--- src/rtl/conv_pkg.sv ---
// Shared types for the convolution filter scheduler: FSM states and the
// result-buffer entry carried from the core return path to the output port.
package conv_pkg;

  // Entry fields are sized for the widest supported build; narrower builds
  // sign-/zero-extend on push and truncate on pop.
  localparam int ENTRY_DATA_W = 32;
  localparam int ENTRY_FILT_W = 8;

  typedef enum logic [0:0] {
    IDLE = 1'b0,
    RUN  = 1'b1
  } sched_state_e;

  typedef struct packed {
    logic [ENTRY_DATA_W-1:0] data;
    logic [ENTRY_FILT_W-1:0] filt;
    logic                    last;
  } result_entry_t;

endpackage

--- src/rtl/conv_result_fifo.sv ---
// First-word-fall-through result buffer; pop_data shows the head entry
// whenever the buffer is non-empty. DEPTH must be a power of 2.
module conv_result_fifo
  import conv_pkg::*;
#(
  parameter  int DEPTH = 4,
  localparam int AW    = $clog2(DEPTH),
  localparam int CW    = AW + 1
) (
  input  logic          clk,
  input  logic          rst_n,
  input  logic          push,
  input  result_entry_t push_data,
  input  logic          pop,
  output result_entry_t pop_data,
  output logic [CW-1:0] count,
  output logic          full,
  output logic          empty
);

  result_entry_t mem_q [DEPTH];
  logic [AW-1:0] wr_ptr_q, wr_ptr_d;
  logic [AW-1:0] rd_ptr_q, rd_ptr_d;
  logic [CW-1:0] count_q, count_d;
  logic          do_push, do_pop;

  always_comb begin
    // NOTE: every variable gets a default before any branch so no latch is inferred.
    do_push  = push && (count_q != CW'(DEPTH));
    do_pop   = pop && (count_q != '0);
    wr_ptr_d = do_push ? wr_ptr_q + AW'(1) : wr_ptr_q;
    rd_ptr_d = do_pop ? rd_ptr_q + AW'(1) : rd_ptr_q;
    count_d  = count_q;
    if (do_push && !do_pop) begin
      count_d = count_q + CW'(1);
    end else if (!do_push && do_pop) begin
      count_d = count_q - CW'(1);
    end
  end

  always_ff @(posedge clk or negedge rst_n) begin
    // NOTE: sequential state uses non-blocking assignments only.
    if (!rst_n) begin
      wr_ptr_q <= '0;
      rd_ptr_q <= '0;
      count_q  <= '0;
    end else begin
      wr_ptr_q <= wr_ptr_d;
      rd_ptr_q <= rd_ptr_d;
      count_q  <= count_d;
    end
  end

  // NOTE: storage is not reset; its contents are only meaningful while count is non-zero.
  always_ff @(posedge clk) begin
    if (do_push) begin
      mem_q[wr_ptr_q] <= push_data;
    end
  end

  assign pop_data = mem_q[rd_ptr_q];
  assign count    = count_q;
  assign full     = (count_q == CW'(DEPTH));
  assign empty    = (count_q == '0);

endmodule

--- src/rtl/conv_filter_scheduler.sv ---
// Steps the shared 3x3 core through NUM_FILTERS filters per window and streams
// the results downstream. Define CONV_SCHED_RELU_EN to clamp negative results to 0.
module conv_filter_scheduler
  import conv_pkg::*;
#(
  parameter  int NUM_FILTERS  = 8,
  parameter  int RESULT_WIDTH = 24,
  parameter  int FIFO_DEPTH   = 4,
  localparam int FILT_W       = $clog2(NUM_FILTERS)
) (
  input  logic                           clk,
  input  logic                           rst_n,
  input  logic                           win_valid,
  output logic                           win_ready,
  output logic        [FILT_W-1:0]       filt_idx,
  output logic                           core_valid_in,
  input  logic signed [RESULT_WIDTH-1:0] core_result,
  input  logic                           core_valid_out,
  output logic                           out_valid,
  input  logic                           out_ready,
  output logic signed [RESULT_WIDTH-1:0] out_data,
  output logic        [FILT_W-1:0]       out_filt,
  output logic                           out_last,
  output logic                           busy,
  output logic                           err_unexpected
);

  localparam int                CNT_W    = $clog2(FIFO_DEPTH) + 1;
  localparam logic [FILT_W-1:0] LAST_IDX = FILT_W'(NUM_FILTERS - 1);

  sched_state_e                   state_q, state_d;
  logic          [FILT_W-1:0]     issue_idx_q, issue_idx_d;
  logic          [FILT_W-1:0]     ret_idx_q, ret_idx_d;
  logic          [CNT_W-1:0]      outstanding_q, outstanding_d;
  logic                           err_q, err_d;
  logic                           busy_q, busy_d;

  logic          [CNT_W-1:0]      fifo_count, fifo_count_next;
  logic          [CNT_W:0]        credit_sum;
  logic                           fifo_full, fifo_empty;
  logic                           issue, last_issue, ret_ok, push_ok, pop;
  logic signed   [RESULT_WIDTH-1:0] push_result;
  result_entry_t                  push_entry, head_entry;
  logic                           unused_head;

  always_comb begin
    // Credit uses registered counts only; a same-cycle pop is not counted.
    credit_sum = {1'b0, fifo_count} + {1'b0, outstanding_q};
    issue      = (state_q == RUN) && (credit_sum < (CNT_W + 1)'(FIFO_DEPTH));
    last_issue = issue && (issue_idx_q == LAST_IDX);
    // A return with nothing outstanding is flagged and otherwise ignored.
    ret_ok     = core_valid_out && (outstanding_q != '0);
    push_ok    = ret_ok && !fifo_full;
    pop        = !fifo_empty && out_ready;

`ifdef CONV_SCHED_RELU_EN
    push_result = core_result[RESULT_WIDTH-1] ? '0 : core_result;
`else
    push_result = core_result;
`endif
    push_entry.data = ENTRY_DATA_W'(push_result);
    push_entry.filt = ENTRY_FILT_W'(ret_idx_q);
    push_entry.last = (ret_idx_q == LAST_IDX);

    state_d     = state_q;
    issue_idx_d = issue_idx_q;
    case (state_q)
      IDLE: begin
        if (win_valid) begin
          state_d     = RUN;
          issue_idx_d = '0;
        end
      end
      RUN: begin
        if (last_issue) begin
          state_d     = IDLE;
          issue_idx_d = '0;
        end else if (issue) begin
          issue_idx_d = issue_idx_q + FILT_W'(1);
        end
      end
      default: state_d = IDLE;
    endcase

    outstanding_d = outstanding_q;
    case ({issue, ret_ok})
      2'b10:   outstanding_d = outstanding_q + CNT_W'(1);
      2'b01:   outstanding_d = outstanding_q - CNT_W'(1);
      default: outstanding_d = outstanding_q;
    endcase

    ret_idx_d = ret_idx_q;
    if (ret_ok) begin
      ret_idx_d = (ret_idx_q == LAST_IDX) ? '0 : ret_idx_q + FILT_W'(1);
    end

    fifo_count_next = fifo_count;
    if (push_ok && !pop) begin
      fifo_count_next = fifo_count + CNT_W'(1);
    end else if (!push_ok && pop) begin
      fifo_count_next = fifo_count - CNT_W'(1);
    end

    err_d  = err_q || (core_valid_out && (outstanding_q == '0));
    busy_d = (state_d != IDLE) || (outstanding_d != '0) || (fifo_count_next != '0);
  end

  always_ff @(posedge clk or negedge rst_n) begin
    if (!rst_n) begin
      state_q       <= IDLE;
      issue_idx_q   <= '0;
      ret_idx_q     <= '0;
      outstanding_q <= '0;
      err_q         <= 1'b0;
      busy_q        <= 1'b0;
    end else begin
      state_q       <= state_d;
      issue_idx_q   <= issue_idx_d;
      ret_idx_q     <= ret_idx_d;
      outstanding_q <= outstanding_d;
      err_q         <= err_d;
      busy_q        <= busy_d;
    end
  end

  conv_result_fifo #(
    .DEPTH(FIFO_DEPTH)
  ) u_fifo (
    .clk      (clk),
    .rst_n    (rst_n),
    .push     (push_ok),
    .push_data(push_entry),
    .pop      (pop),
    .pop_data (head_entry),
    .count    (fifo_count),
    .full     (fifo_full),
    .empty    (fifo_empty)
  );

  // Entry fields are wider than this build needs; the spare bits are dropped.
  assign unused_head = ^head_entry;

  assign core_valid_in  = issue;
  assign win_ready      = last_issue;
  assign filt_idx       = issue_idx_q;
  assign out_valid      = !fifo_empty;
  assign out_data       = out_valid ? RESULT_WIDTH'(head_entry.data) : '0;
  assign out_filt       = out_valid ? FILT_W'(head_entry.filt) : '0;
  assign out_last       = out_valid && head_entry.last;
  assign busy           = busy_q;
  assign err_unexpected = err_q;

endmodule
--- config.mk ---
export PLATFORM = sky130hd
export DESIGN_NAME = conv_filter_scheduler
export DESIGN_NICKNAME = d
export VERILOG_FILES = /design/src/rtl/conv_pkg.sv /design/src/rtl/conv_result_fifo.sv /design/src/rtl/conv_filter_scheduler.sv
export SDC_FILE = /design/constraint.sdc
export NUM_CORES = 1
export LEC_CHECK = 0
export ABC_AREA = 0
export CORE_MARGIN = 5
export CORE_UTILIZATION = 30
export CTS_CLUSTER_DIAMETER = 200
export CTS_CLUSTER_SIZE = 40
export DETAILED_ROUTE_END_ITERATION = 12
export PLACE_DENSITY = 0.54
export SYNTH_ARGS = -nofsm -noshare
export SYNTH_HDL_FRONTEND = slang
export SYNTH_SLANG_ARGS = --single-unit
--- constraint.sdc ---
create_clock -name clk -period 3.85 [get_ports clk]
set_clock_uncertainty 0.1 [all_clocks]
set_input_delay 0.5775 -clock clk [delete_from_list [all_inputs] [get_ports clk]]
set_output_delay 0.5775 -clock clk [all_outputs]
set_load 0.005 [all_outputs]
==> impl_metrics.env <==
export IMPL_clock_latency_ns=0.40
export IMPL_critPathArrivalTime_ns=2.64
export IMPL_path_clk_slew_ns=0.06
export IMPL_syn_num_nets=329
export IMPL_synthFlopType="edfxtp_1"
export IMPL_first_pass_iters=4
export IMPL_min_path_type="register to register"
export IMPL_routed_wl_um=10200
export IMPL_start_util_pct=30.2
export IMPL_power_density_nw_per_um2=855
export IMPL_yosysUniqueCellTypes=32
export IMPL_ys_seq_area_share_pct=71.3
export IMPL_leakage_nw=2.42
export IMPL_dieHeight_um=144
export IMPL_setup_viol_count_final=0
export IMPL_vias_per_cell=4.45
export IMPL_fp_dieW_um=144
export IMPL_core_um2=17800
export IMPL_use_met1_pct=12.3
export IMPL_cts_root_buf="clkbuf_16"
export IMPL_syn_avg_cell_area_um2=19.0
export IMPL_ctsResizeCount=0
export IMPL_nNetsFinal=410
export IMPL_cts_setup_buffers=0
export IMPL_dp_hpwl_um=6450
export IMPL_clkSinkCount=131
export IMPL_hold_path_depth=1
export IMPL_slew_headroom_pct=41.5
export IMPL_start_kind="register"
export IMPL_top_usage_layer="met2"
export IMPL_status="completed"
export IMPL_rows=49
export IMPL_num_vias=2694
export IMPL_drv_cap=0
export IMPL_synth_warning_count=0
export IMPL_wl_per_cell_um=16.8
export IMPL_slew_violations=0
export IMPL_max_freq_mhz=301
export IMPL_crit_path_end_kind="output pin"
export IMPL_async_flop_share_pct=14.5
export IMPL_port_buffers=64
export IMPL_synth_edff_count=112
export IMPL_diodes=0
export IMPL_antenna_found_initial=0
export IMPL_cts_tree="done"
export IMPL_dieArea_um2=20700
export IMPL_cp_max_fo=9
export IMPL_r2r_slack_ns=0.74
export IMPL_grt_overflow=0
export IMPL_postSynthCellCount=283
export IMPL_grtUsageMet3_pct=3.39
export IMPL_grt_max_degree=31
export IMPL_cts_buffer_depth=2
export IMPL_cts_htree_levels=4
export IMPL_tightest_slew_ns=0.874
export IMPL_rsz0062_at_grt="false"
export IMPL_cts_made_buffers=17
export IMPL_synth_ff_latch_count=131
export IMPL_hold_violations=0
export IMPL_syn2layout_area_growth_pct=28.6
export IMPL_gp_congestion=0.706
export IMPL_ant_nets=0
export IMPL_drt_initial_drc_count=98
export IMPL_crit_type="register to output pin"
export IMPL_grt_pass1_vias=2984
export IMPL_drc=0
export IMPL_crit_required_ns=3.17
export IMPL_grt_pass1_wl_um=16100
export IMPL_r2r_cells=11
export IMPL_drive_gt1_share_pct=21.2
export IMPL_dp_slack_ns=0.759
export IMPL_globalRouteTotalUtil_pct=10.6
export IMPL_ios=65
export IMPL_fin_crit_sh_pct=86.2
export IMPL_peakVddDrop_mv=0.358
export IMPL_nFillCells=1597
export IMPL_met2_usage_pct=18.0
export IMPL_setup_ws_ns=0.531
export IMPL_postCtsHoldBufs=0
export IMPL_period_needed_ns=3.32
export IMPL_finalSetupTns_ns=0
export IMPL_netlist_area_um2=5380
## layer usage
layer  vias to the layer above  part of all wire [%]
met5                         -                     0
met4                         0                   1.6
met3                        14                   4.9
met2                        58                    52
met1                      1369                    42
li1                       1253                     -
## layout make-up
type | instances | area [um^2] | area share, %
repair buffers | 73 | 721 | 10.4
clock buffers | 19 | 433 | 6.25
multi-input cells | 129 | 1460 | 21.1
inverters | 12 | 45.0 | 0.651
well taps | 229 | 287 | 4.14
flip-flops and latches | 131 | 3840 | 55.5
clock inverters | 13 | 141 | 2.04
## critical path, cell delays in order (launching register included)
cell and delay, ns:
dfrtp_1 0.46, ha_1 0.31, or4b_4 0.50, a31oi_4 0.29, and2_2 0.20, clkdlybuf4s50_1 0.49
## layout by cell type (no fill, tap or decap), drive strengths merged
master,n
fa,1
buf,9
nor4,1
o21ai,4
a311o,1
inv,12
nor3,2
mux4,28
a22o,2
nand2b,2
a31oi,1
and3b,1
dfrtp,19
mux2i,2
xnor2,6
xor2,5
mux2,5
a21o,2
clkbuf,19
bufinv,3
a21oi,2
edfxtp,112
nand2,4
and2,33
or4b,1
or3,1
clkinv,9
nor2,6
ha,16
nor2b,1
o2111ai,1
a31o,1
clkdlybuf4s50,64
clkinvlp,1
## registers in the layout (all words and copies together) (netlist names)
name	count
busy	1
err_unexpected	1
filt_idx	3
outstanding_q	3
ret_idx_q	3
state_q	1
u_fifo.count	3
u_fifo.mem_q	112
u_fifo.rd_ptr_q	2
u_fifo.wr_ptr_q	2
## report_power, final
part           switching (mW)  internal (mW)  total, mW
sequential              0.209           1.95       2.16
combinational           0.928           1.29       2.21
clock                   0.548           1.00       1.55
total                    1.68           4.24       5.92
## cell usage after synthesis, types with 4 or more instances
master | n | area share, %
edfxtp_1 | 112 | 62
mux4_2 | 28 | 12
and2_1 | 32 | 3.7
xnor2_1 | 6 | 0.98
ha_1 | 16 | 3.7
o21ai_0 | 4 | 0.37
nand2_1 | 4 | 0.28
clkbuf_1 | 7 | 0.49
mux2_2 | 5 | 1.0
dfrtp_1 | 19 | 8.8
inv_1 | 12 | 0.84
buf_2 | 4 | 0.37
nor2_1 | 6 | 0.42
xor2_1 | 5 | 0.81
## kinds of logic (layout without fill, tap and decap cells)
family | count (synthesis) | in the layout | share of synthesized area (%)
compound gates | 14 | 14 | 2.23
xor+xnor | 11 | 11 | 1.79
fa+ha+maj | 17 | 17 | 4.09
buf+inv | 23 | 117 | 1.70
flops | 131 | 131 | 71.3
mux | 35 | 35 | 13.1
simple gates | 52 | 52 | 5.74
## through the flow
stage | power (mW) | instance area, um^2 | std cells | util, % | hold WS [ns]
6_report | 5.92 | 6920 | 606 | 38.8 | 0.357
5_1_grt | 6.30 | 6920 | 606 | 38.8 | 0.385
3_5_place_dp | 4.47 | 6350 | 574 | 35.6 | 0.351
3_3_place_gp | 4.43 | 6350 | 574 | 35.6 | 0.341
2_1_floorplan | 3.45 | 5380 | 283 | - | 0.182
4_1_cts | 6.04 | 6920 | 606 | 38.8 | 0.364
## final timing paths
check                                      to            start
max reg2reg                              busy  u_fifo.count[2]
min in group asynchronous         filt_idx[1]            rst_n
max                                 win_ready  u_fifo.count[2]
min reg2reg                    err_unexpected   err_unexpected
max in group asynchronous  u_fifo.rd_ptr_q[0]            rst_n
min                            err_unexpected   err_unexpected
Note: power is estimated with default switching activity, not from simulation.
